`src/rtl/alu_issue_stage_if.sv`:
```
// Issue-stage bus: upstream decoded instruction in, ALU operand bundle out, plus flush.
// The slave modport is the issue stage itself; master is whoever drives it.
interface alu_issue_stage_if #(
   parameter int XLEN    = 32,
   parameter int RADDR_W = 5
);
   logic               flush_i;
   logic               in_valid_i;
   logic               in_ready_o;
   logic [6:0]         opcode_i;
   logic [2:0]         funct3_i;
   logic [6:0]         funct7_i;
   logic [XLEN-1:0]    rs1_data_i;
   logic [XLEN-1:0]    rs2_data_i;
   logic [XLEN-1:0]    imm_i;
   logic [XLEN-1:0]    pc_i;
   logic [RADDR_W-1:0] rd_i;
   logic               out_valid_o;
   logic               out_ready_i;
   logic [3:0]         alu_op_o;
   logic [XLEN-1:0]    alu_a_o;
   logic [XLEN-1:0]    alu_b_o;
   logic [2:0]         funct3_o;
   logic [RADDR_W-1:0] rd_o;
   logic               illegal_o;

   modport slave (
      input  flush_i, in_valid_i, opcode_i, funct3_i, funct7_i,
             rs1_data_i, rs2_data_i, imm_i, pc_i, rd_i, out_ready_i,
      output in_ready_o, out_valid_o, alu_op_o, alu_a_o, alu_b_o,
             funct3_o, rd_o, illegal_o
   );

   modport master (
      output flush_i, in_valid_i, opcode_i, funct3_i, funct7_i,
             rs1_data_i, rs2_data_i, imm_i, pc_i, rd_i, out_ready_i,
      input  in_ready_o, out_valid_o, alu_op_o, alu_a_o, alu_b_o,
             funct3_o, rd_o, illegal_o
   );
endinterface

```
`src/rtl/alu_issue_stage.sv`:
```
// ID->EX issue stage: decodes an RV32I instruction into ALU opcode/operands and
// holds it in an output register backed by one skid register for full throughput.
module alu_issue_stage #(
   parameter int XLEN    = 32,
   parameter int RADDR_W = 5
) (
   input logic             clk,
   input logic             rst,
   alu_issue_stage_if.slave bus
);

   typedef enum logic [3:0] {
      ALU_AND  = 4'b0000,
      ALU_OR   = 4'b0001,
      ALU_ADD  = 4'b0010,
      ALU_EQ   = 4'b0011,
      ALU_SLL  = 4'b0100,
      ALU_SRL  = 4'b0101,
      ALU_SRA  = 4'b0111,
      ALU_XOR  = 4'b1000,
      ALU_NOR  = 4'b1001,
      ALU_SUB  = 4'b1010,
      ALU_GE   = 4'b1100,
      ALU_GEU  = 4'b1101,
      ALU_SLT  = 4'b1110,
      ALU_SLTU = 4'b1111
   } aluOpE;

   localparam logic [6:0] OPC_OP     = 7'b0110011;
   localparam logic [6:0] OPC_OPIMM  = 7'b0010011;
   localparam logic [6:0] OPC_LOAD   = 7'b0000011;
   localparam logic [6:0] OPC_STORE  = 7'b0100011;
   localparam logic [6:0] OPC_BRANCH = 7'b1100011;
   localparam logic [6:0] OPC_LUI    = 7'b0110111;
   localparam logic [6:0] OPC_AUIPC  = 7'b0010111;
   localparam logic [6:0] OPC_JAL    = 7'b1101111;
   localparam logic [6:0] OPC_JALR   = 7'b1100111;
   localparam logic [6:0] F7_ZERO    = 7'b0000000;
   localparam logic [6:0] F7_ALT     = 7'b0100000;

   typedef struct packed {
      logic [3:0]         op;
      logic [XLEN-1:0]    a;
      logic [XLEN-1:0]    b;
      logic [2:0]         funct3;
      logic [RADDR_W-1:0] rd;
      logic               illegal;
   } entryT;

   // Shared OP/OP-IMM funct3 map; alt selects SUB over ADD and SRA over SRL.
   function automatic aluOpE aluFromF3(input logic [2:0] f3, input logic alt);
      case (f3)
         3'b000:  aluFromF3 = alt ? ALU_SUB : ALU_ADD;
         3'b001:  aluFromF3 = ALU_SLL;
         3'b010:  aluFromF3 = ALU_SLT;
         3'b011:  aluFromF3 = ALU_SLTU;
         3'b100:  aluFromF3 = ALU_XOR;
         3'b101:  aluFromF3 = alt ? ALU_SRA : ALU_SRL;
         3'b110:  aluFromF3 = ALU_OR;
         default: aluFromF3 = ALU_AND;
      endcase
   endfunction

   entryT      decD;
   aluOpE      decOp;
   logic       decLegal;
   logic [XLEN-1:0] decA;
   logic [XLEN-1:0] decB;

   always_comb begin
      decOp    = ALU_AND;
      decA     = '0;
      decB     = '0;
      decLegal = 1'b1;
      case (bus.opcode_i)
         OPC_OP: begin
            decA     = bus.rs1_data_i;
            decB     = bus.rs2_data_i;
            decOp    = aluFromF3(bus.funct3_i, bus.funct7_i[5]);
            decLegal = (bus.funct7_i == F7_ZERO) ||
                       ((bus.funct7_i == F7_ALT) &&
                        ((bus.funct3_i == 3'b000) || (bus.funct3_i == 3'b101)));
         end
         OPC_OPIMM: begin
            decA  = bus.rs1_data_i;
            decB  = bus.imm_i;
            // Only shifts carry funct7; elsewhere those bits belong to the immediate.
            decOp = aluFromF3(bus.funct3_i, (bus.funct3_i == 3'b101) & bus.funct7_i[5]);
            if (bus.funct3_i == 3'b001)
               decLegal = (bus.funct7_i == F7_ZERO);
            else if (bus.funct3_i == 3'b101)
               decLegal = (bus.funct7_i == F7_ZERO) || (bus.funct7_i == F7_ALT);
         end
         OPC_LOAD, OPC_STORE: begin
            decA  = bus.rs1_data_i;
            decB  = bus.imm_i;
            decOp = ALU_ADD;
         end
         OPC_BRANCH: begin
            decA = bus.rs1_data_i;
            decB = bus.rs2_data_i;
            case (bus.funct3_i[2:1])
               2'b00:   decOp = ALU_SUB;
               2'b10:   decOp = ALU_SLT;
               2'b11:   decOp = ALU_SLTU;
               default: decLegal = 1'b0;
            endcase
         end
         OPC_LUI: begin
            decB  = bus.imm_i;
            decOp = ALU_ADD;
         end
         OPC_AUIPC: begin
            decA  = bus.pc_i;
            decB  = bus.imm_i;
            decOp = ALU_ADD;
         end
         OPC_JAL, OPC_JALR: begin
            decA  = bus.pc_i;
            decB  = XLEN'(4);
            decOp = ALU_ADD;
         end
         default: decLegal = 1'b0;
      endcase

      decD.funct3  = bus.funct3_i;
      decD.rd      = bus.rd_i;
      decD.illegal = !decLegal;
      decD.op      = decLegal ? decOp : ALU_AND;
      decD.a       = decLegal ? decA  : '0;
      decD.b       = decLegal ? decB  : '0;
   end

   logic  outValid_q, outValid_d;
   logic  skidValid_q, skidValid_d;
   entryT out_q, out_d;
   entryT skid_q, skid_d;
   logic  inReady;
   logic  accept;
   logic  transfer;

   assign inReady  = !skidValid_q && !rst;
   assign accept   = bus.in_valid_i && inReady;
   assign transfer = outValid_q && bus.out_ready_i;

   // OUT refills from SKID first so ordering stays FIFO; flush drops everything.
   always_comb begin
      outValid_d  = outValid_q;
      skidValid_d = skidValid_q;
      out_d       = out_q;
      skid_d      = skid_q;
      if (bus.flush_i) begin
         outValid_d  = 1'b0;
         skidValid_d = 1'b0;
      end else if (!outValid_q || transfer) begin
         if (skidValid_q) begin
            out_d       = skid_q;
            outValid_d  = 1'b1;
            skidValid_d = 1'b0;
         end else if (accept) begin
            out_d      = decD;
            outValid_d = 1'b1;
         end else begin
            outValid_d = 1'b0;
         end
      end else if (accept) begin
         skid_d      = decD;
         skidValid_d = 1'b1;
      end
   end

   always_ff @(posedge clk) begin
      if (rst) begin
         outValid_q  <= 1'b0;
         skidValid_q <= 1'b0;
         out_q       <= '0;
         skid_q      <= '0;
      end else begin
         outValid_q  <= outValid_d;
         skidValid_q <= skidValid_d;
         out_q       <= out_d;
         skid_q      <= skid_d;
      end
   end

   assign bus.in_ready_o  = inReady;
   assign bus.out_valid_o = outValid_q;
   assign bus.alu_op_o    = out_q.op;
   assign bus.alu_a_o     = out_q.a;
   assign bus.alu_b_o     = out_q.b;
   assign bus.funct3_o    = out_q.funct3;
   assign bus.rd_o        = out_q.rd;
   assign bus.illegal_o   = out_q.illegal;

endmodule

```
`src/flat_wrapper.sv`:
```
// flat-port wrapper written by rule: the top's interface ports become plain ports
module alu_issue_stage_flat 
#(
   parameter int XLEN    = 32,
   parameter int RADDR_W = 5
)
  (clk, rst, bus_flush_i, bus_in_valid_i, bus_opcode_i, bus_funct3_i, bus_funct7_i, bus_rs1_data_i, bus_rs2_data_i, bus_imm_i, bus_pc_i, bus_rd_i, bus_out_ready_i, bus_in_ready_o, bus_out_valid_o, bus_alu_op_o, bus_alu_a_o, bus_alu_b_o, bus_funct3_o, bus_rd_o, bus_illegal_o);
  alu_issue_stage_if #(.XLEN(XLEN), .RADDR_W(RADDR_W)) bus_i ();
  input logic clk;
  input logic rst;
  input wire logic [$bits(bus_i.flush_i)-1:0] bus_flush_i;
  input wire logic [$bits(bus_i.in_valid_i)-1:0] bus_in_valid_i;
  input wire logic [$bits(bus_i.opcode_i)-1:0] bus_opcode_i;
  input wire logic [$bits(bus_i.funct3_i)-1:0] bus_funct3_i;
  input wire logic [$bits(bus_i.funct7_i)-1:0] bus_funct7_i;
  input wire logic [$bits(bus_i.rs1_data_i)-1:0] bus_rs1_data_i;
  input wire logic [$bits(bus_i.rs2_data_i)-1:0] bus_rs2_data_i;
  input wire logic [$bits(bus_i.imm_i)-1:0] bus_imm_i;
  input wire logic [$bits(bus_i.pc_i)-1:0] bus_pc_i;
  input wire logic [$bits(bus_i.rd_i)-1:0] bus_rd_i;
  input wire logic [$bits(bus_i.out_ready_i)-1:0] bus_out_ready_i;
  output wire logic [$bits(bus_i.in_ready_o)-1:0] bus_in_ready_o;
  output wire logic [$bits(bus_i.out_valid_o)-1:0] bus_out_valid_o;
  output wire logic [$bits(bus_i.alu_op_o)-1:0] bus_alu_op_o;
  output wire logic [$bits(bus_i.alu_a_o)-1:0] bus_alu_a_o;
  output wire logic [$bits(bus_i.alu_b_o)-1:0] bus_alu_b_o;
  output wire logic [$bits(bus_i.funct3_o)-1:0] bus_funct3_o;
  output wire logic [$bits(bus_i.rd_o)-1:0] bus_rd_o;
  output wire logic [$bits(bus_i.illegal_o)-1:0] bus_illegal_o;
  assign bus_i.flush_i = bus_flush_i;
  assign bus_i.in_valid_i = bus_in_valid_i;
  assign bus_i.opcode_i = bus_opcode_i;
  assign bus_i.funct3_i = bus_funct3_i;
  assign bus_i.funct7_i = bus_funct7_i;
  assign bus_i.rs1_data_i = bus_rs1_data_i;
  assign bus_i.rs2_data_i = bus_rs2_data_i;
  assign bus_i.imm_i = bus_imm_i;
  assign bus_i.pc_i = bus_pc_i;
  assign bus_i.rd_i = bus_rd_i;
  assign bus_i.out_ready_i = bus_out_ready_i;
  assign bus_in_ready_o = bus_i.in_ready_o;
  assign bus_out_valid_o = bus_i.out_valid_o;
  assign bus_alu_op_o = bus_i.alu_op_o;
  assign bus_alu_a_o = bus_i.alu_a_o;
  assign bus_alu_b_o = bus_i.alu_b_o;
  assign bus_funct3_o = bus_i.funct3_o;
  assign bus_rd_o = bus_i.rd_o;
  assign bus_illegal_o = bus_i.illegal_o;
  alu_issue_stage #(.XLEN(XLEN), .RADDR_W(RADDR_W)) u_core (.clk(clk), .rst(rst), .bus(bus_i));
endmodule
```
`config.mk`:
```
export PLATFORM = sky130hd
export DESIGN_NAME = alu_issue_stage_flat
export DESIGN_NICKNAME = d
export VERILOG_FILES = /design/src/rtl/alu_issue_stage_if.sv /design/src/rtl/alu_issue_stage.sv /design/src/flat_wrapper.sv
export SDC_FILE = /design/constraint.sdc
export NUM_CORES = 1
export LEC_CHECK = 0
export BUFFER_PORTS_ARGS = -buffer_cell sky130_fd_sc_hd__buf_2
export CAP_MARGIN = 20
export CORE_MARGIN = 2
export CORE_UTILIZATION = 30
export DETAILED_ROUTE_END_ITERATION = 10
export MAX_ROUTING_LAYER = met4
export PLACE_DENSITY_LB_ADDON = 0.3
export SLEW_MARGIN = 30
export SYNTH_ARGS = -nofsm -noshare
export SYNTH_HDL_FRONTEND = slang
export SYNTH_SLANG_ARGS = --single-unit
export TNS_END_PERCENT = 50
```
`constraint.sdc`:
```
create_clock -name clk -period 3.25 [get_ports clk]
set_input_delay 0.4875 -clock clk [delete_from_list [all_inputs] [get_ports clk]]
set_output_delay 0.4875 -clock clk [all_outputs]
set_load 0.02 [all_outputs]
```
======== Word level (Yosys, flattened, before mapping) ========
Cells that the tools add are included.
W data, S select, Z words.
word-level totals
  input bits .............................. 155
  logic and storage cells ................. 83
  register bits after elaboration ......... 156
  output and inout port bits .............. 79
cells by class
  reductions and logical operators ........ 27
  equality and inequality tests ........... 18
  bitwise logic cells ..................... 3
  mux-type cells .......................... 21
operators by type and width
  cell                  number
  $mux W77              2
  $pmux W32 S3          1
  $mux W32              2
  $pmux W32 S2          1
  $pmux W4 S7           2
  $eq A7 B6 Y1 const B  4
  $eq A7 B7 Y1 const B  3
  $pmux W4 S4           1
  $eq A7 B5 Y1 const B  2
  $mux W4               3
  $pmux W4 S3           1
  $reduce_or A5 Y1      2
  $eq A3 B3 Y1 const B  3
  $reduce_or A3 Y1      3
  $eq A7 B2 Y1 const B  1
  $logic_not A7 Y1      1
  $eq A3 B2 Y1 const B  2
  $reduce_and A3 Y1     2
  $reduce_or A2 Y1      3
  $reduce_or A6 Y1      1
  $mux W1               5
  $eq A2 B2 Y1 const B  2
  $logic_and A1 B1 Y1   4
  $logic_not A1 Y1      4
  other kinds (9)       14

======== Depth between registers and ports, before layout ========
  depth in word-level cells ............... 8
  depth in mapped cells ................... 8
  mapped depth without buffers ............ 5

======== Least setup slack after synthesis ========
OpenSTA, ideal clock, no wires.
  path kind ............................... input -> register
  start ................................... input port bus_funct7_i[1]
  end ..................................... register u_core.out_q, in the netlist u_core.bus.alu_a_o[22]
  arrival ................................. 2.303 ns
  setup slack ............................. 0.856 ns
  required time ........................... 3.159 ns
  cell stages on the path ................. 6
  buffers on the path ..................... 1
  setup time .............................. 0.091 ns
  cells stage by stage .................... or4_1 -> o32a_1 -> nor4_4 -> buf_6 -> o21ai_0 -> a311oi_1
on the way
  word-level cells in the longest chain between the ends .. 8
  elaborated cells between the ends (all ways) .. 11
  those cells by class .................... eq/ne (1); mux (6); reduce/logical (4)
ends and longest elaborated chain
  element                                                  RTL line                source
  start: declaration                                       flat_wrapper.sv:15      input wire logic [$bits(bus_i.funct7_i)-1:0] bus_funct7_i;
  $eq A7 B6 Y1 / $logic_not A7 Y1 (equally long branches)  --
  $logic_or A1 B1 Y1                                       alu_issue_stage.sv:92   decLegal = (bus.funct7_i == F7_ZERO) || (bus.funct7_i == F7_ALT);
  $mux W1                                                  alu_issue_stage.sv:91   else if (bus.funct3_i == 3'b101)
  $mux W1                                                  alu_issue_stage.sv:89   if (bus.funct3_i == 3'b001)
  $pmux W1 S4 *                                            alu_issue_stage.sv:75   case (bus.opcode_i)
  $mux W32 *                                               alu_issue_stage.sv:130  decD.a = decLegal ? decA : '0;
  $mux W77 *                                               alu_issue_stage.sv:160  end else if (accept) begin
  $mux W77 *                                               alu_issue_stage.sv:156  if (skidValid_q) begin
  end signal: assignment                                   alu_issue_stage.sv:181  out_q <= out_d;
  end: declaration                                         alu_issue_stage.sv:136  entryT out_q, out_d;
Mark *: on every way between the ends. The rest lies on a longest branch, timed or not. The select of a mux whose other input is x is not followed.
A chain may end at the register's enable or synchronous reset.

======== Final worst setup path ========
  start ................................... input port bus_funct7_i[1]
  end ..................................... register u_core.skid_q[51] (netlist bit)
on the way
  word-level cells in the longest chain between the ends .. 6
  elaborated cells between the ends (all ways) .. 9
  those cells by class .................... eq/ne (1); mux (4); reduce/logical (4)
ends and longest elaborated chain
  element                                                  RTL line                source
  $eq A7 B6 Y1 / $logic_not A7 Y1 (equally long branches)  --
  $logic_or A1 B1 Y1                                       alu_issue_stage.sv:92
  $mux W1                                                  alu_issue_stage.sv:91
  $mux W1                                                  alu_issue_stage.sv:89
  $pmux W1 S4 *                                            alu_issue_stage.sv:75
  $mux W32 *                                               alu_issue_stage.sv:130
  end signal: assignment                                   alu_issue_stage.sv:182  skid_q <= skid_d;
  end: declaration                                         alu_issue_stage.sv:137  entryT skid_q, skid_d;
Mark *: on every way between the ends. The rest lies on a longest branch, timed or not.

==> metrics.yaml <==
placed_design:
  placedCellCount: 1244
  place.gp.congestion: 0.794
  post-dp-hpwl_mm: 14.2
  placed_area_um2: 8170
  pre_cts_ws_ns: 0.504
  io_buffers: 233
drt:
  via_count: 6759
  wl_per_cell_um: 17.2
  drc: 0
  wl_mm: 22.0
  drt-pass1-iter-count: 4
  ant_nets: 0
  vias_per_cell: 5.29
  drtIter0Drc: 292
grt:
  globalRouteTotalUtil_pct: 19.4
  antenna_found_initial: 2
  grt_pass1_wl_mm: 35.8
  grt_pass1_vias: 6666
  grt_overflow: 0
  grt_max_degree: 94
synthesis:
  yosysUniqueCellTypes: 44
  yosys.cell_count.top_type: "dfxtp_1"
  yosys.area.top_type: "dfxtp_1"
  synth_fa_ha_area_share_pct: 0
  synth_compound_gate_area_share_pct: 33.5
  synth_top_area_share_pct: 46.4
  synth-xor-area-share_pct: 0.130
  synth_flop_cell: "dfxtp_1"
  synthMuxAreaShare_pct: 1.34
  synth_seq_cells: 156
  ys_warn_count: 0
  syn_nets: 942
  synth.area.top_cells: "dfxtp_1 46%, a311oi_1 8.6%, a21oi_1 5.9%"
  ys_async_sr_fraction_pct: 0
  syn_inst: 787
  synth_top_family_by_area: "compound AO/OA/AOI/OAI gates"
  yosysSeqAreaShare_pct: 46.4
  syn_avg_cell_area_um2: 8.56
  synth_common_cells: "156 x dfxtp_1, 87 x nand2_1, 79 x a21oi_1"
  synth_area_um2: 6740
  synth_edf_count: 0
  synth-simple-area-share_pct: 13.7
timing:
  hold_viol: 0
  finClkSkew_ns: 0.00892
  rsz0062_at_grt: "no"
  layout_setup_ws_ns: 0.933
  fin_crit_sh_pct: 71.3
  min_period_ns: 2.32
  setup_viol: 0
  tns_ns: 0
  slew_headroom_pct: 48.5
  whs_ns: 0.319
  slew_viol_final: 0
  max_freq_ghz: 0.432
  tightestPinTransition_ns: 0.772
power_and_ir_drop:
  power_leakage_nw: 3.41
  ir_drop_mv: 0.257
  total_power_mw: 4.32
  power-per-cell-area_nw_per_um2: 493
clock_tree:
  clk_pin_slew_worst_paths_ns: 0.06
  clockBufferDepth: 2
  cts_tree: "done"
  ctsResizeCount: 0
  cts-root-buf: "clkbuf_16"
  clock_latency_ns: 0.42
  hold_buffers: 0
  cts_setup_buffers: 0
  cts_htree_levels: 4
  cts_made_buffers: 17
  clock-sinks: 156
final_layout:
  fin_nets: 1138
  fin_util_pct: 39.9
  drive_above_1_share_pct: 30.1
  fin_cells: 1278
  area_growth_pct: 30.1
  finalInstanceArea_um2: 8760
setup_path:
  critical_path_class: "in2reg"
  reg2reg_depth: 5
  arrival_ns: 2.63
  critPathLaunchType: "input pin"
  crit_chain: "buf_2 -> or4_1 -> o32a_1 -> nor4_4 -> buf_12 -> o21ai_0 -> a311oi_1"
  end_kind: "flip-flop"
  ff2ff_setup_slack_ns: 1.20
  path_max_fanout: 32
  reg2reg_to: "u_core.skid_q[62]"
  worstReg2RegStart: "u_core.skidValid_q"
  worst-endpoint-required_ns: 3.57
  cpMaxStageDelayCell: "or4_1"
  max_stage_delay_ns: 0.51
floorplan:
  core_um2: 22000
  initial_core_util_pct: 30.7
  die_y_um: 154
  die_area_um2: 23700
  row_count: 54
  io_pins: 234
  die_x_um: 154
run_status:
  status: "complete, no violations"
run:
  maxCapViolCount: 0
worst_hold_path:
  holdPathStages: 3
  hold-path-endpoint: "u_core.skid_q[5]"
  hp-class: "in2reg"
  hp-start: "bus_rd_i[4]"
-- power by group --
| group | switching (mW) | total [mW] | internal, mW |
|---|---|---|---|
| registers | 0.0148 | 1.96 | 1.94 |
| logic | 0.217 | 0.369 | 0.151 |
| clock network | 0.832 | 1.99 | 1.16 |
| total | 1.06 | 4.32 | 3.25 |
-- layout make-up --
class                           count  area (um2)
Timing Repair Buffer              255        1380
Fill cell                        2293       13200
Clock buffer                       20         447
Tap cell                          280         350
Inverter                            3        11.3
Clock inverter                     12         138
Multi-Input combinational cell    550        3310
Antenna cell                        2        5.00
Sequential cell                   156        3120
-- critical path, delay by kind of cell --
kind                   cells  cell delay [ns]
AND/OR/NAND/NOR            2             0.99
AO/OA/AOI/OAI              3             0.79
buffers and inverters      2             0.36
-- routing by layer --
metal  up-vias  routed length (um)  track usage, %
li1       3350                   -               -
met1      3152               10100            24.9
met2       238               10200            30.7
met3        19                1300            4.34
met4         0                 345            5.83
met5         -                   0               -
-- worst max path at each step --
| stage | end | from | cells after the start | slack [ns] |
|---|---|---|---|---|
| detailed placement | u_core.skid_q[51] | bus_funct7_i[1] | 7 | 0.50 |
| finish | u_core.skid_q[51] | bus_funct7_i[1] | 7 | 0.93 |
| floorplan | u_core.bus.alu_a_o[22] | bus_funct7_i[1] | 6 | 0.86 |
| global route | u_core.bus.alu_a_o[5] | bus_funct7_i[1] | 7 | 0.82 |
| global placement | u_core.bus.alu_a_o[22] | bus_funct7_i[1] | 7 | 0.56 |
| CTS | u_core.skid_q[51] | bus_funct7_i[1] | 7 | 0.94 |
-- layout by cell type, fill, tap and decap left out, drive strengths merged, types with 2 or more instances in the layout --
master and instances:
a311oi 66, nand2b 5, and3 34, nor4 3, dfxtp 156, o21ai 71
or4 2, a21oi 79, buf 255, clkbuf 20, diode 2, o21a 33
bufinv 2, nor2b 5, nand3 3, a31o 2, nor2 50, o211a 3
nand3b 3, or3b 2, clkinvlp 2, a32o 2, mux2i 9, clkinv 5
nand2 87, inv 6, a211oi 12, o22ai 33, a22oi 31, o211ai 2
a211o 2
-- registers in the layout, summed over array words and instances (netlist names) --
signal	cells
u_core.bus.alu_b_o	32
u_core.bus.funct3_o	3
u_core.bus.alu_op_o	4
u_core.skidValid_q	1
u_core.skid_q	77
u_core.bus.alu_a_o	32
u_core.bus.rd_o	5
u_core.bus.illegal_o	1
u_core.bus.out_valid_o	1
-- cell families (layout without fill, tap and decap cells) --
kind of cell / after synthesis / count (layout)
AND/OR/NAND/NOR: 198 / 198
buffers and inverters: 81 / 290
AO/OA/AOI/OAI: 342 / 342
multiplexers: 9 / 9
flip-flops: 156 / 156
XOR/XNOR: 1 / 1
other: 0 / 2
(Power assumes the default switching activity.)
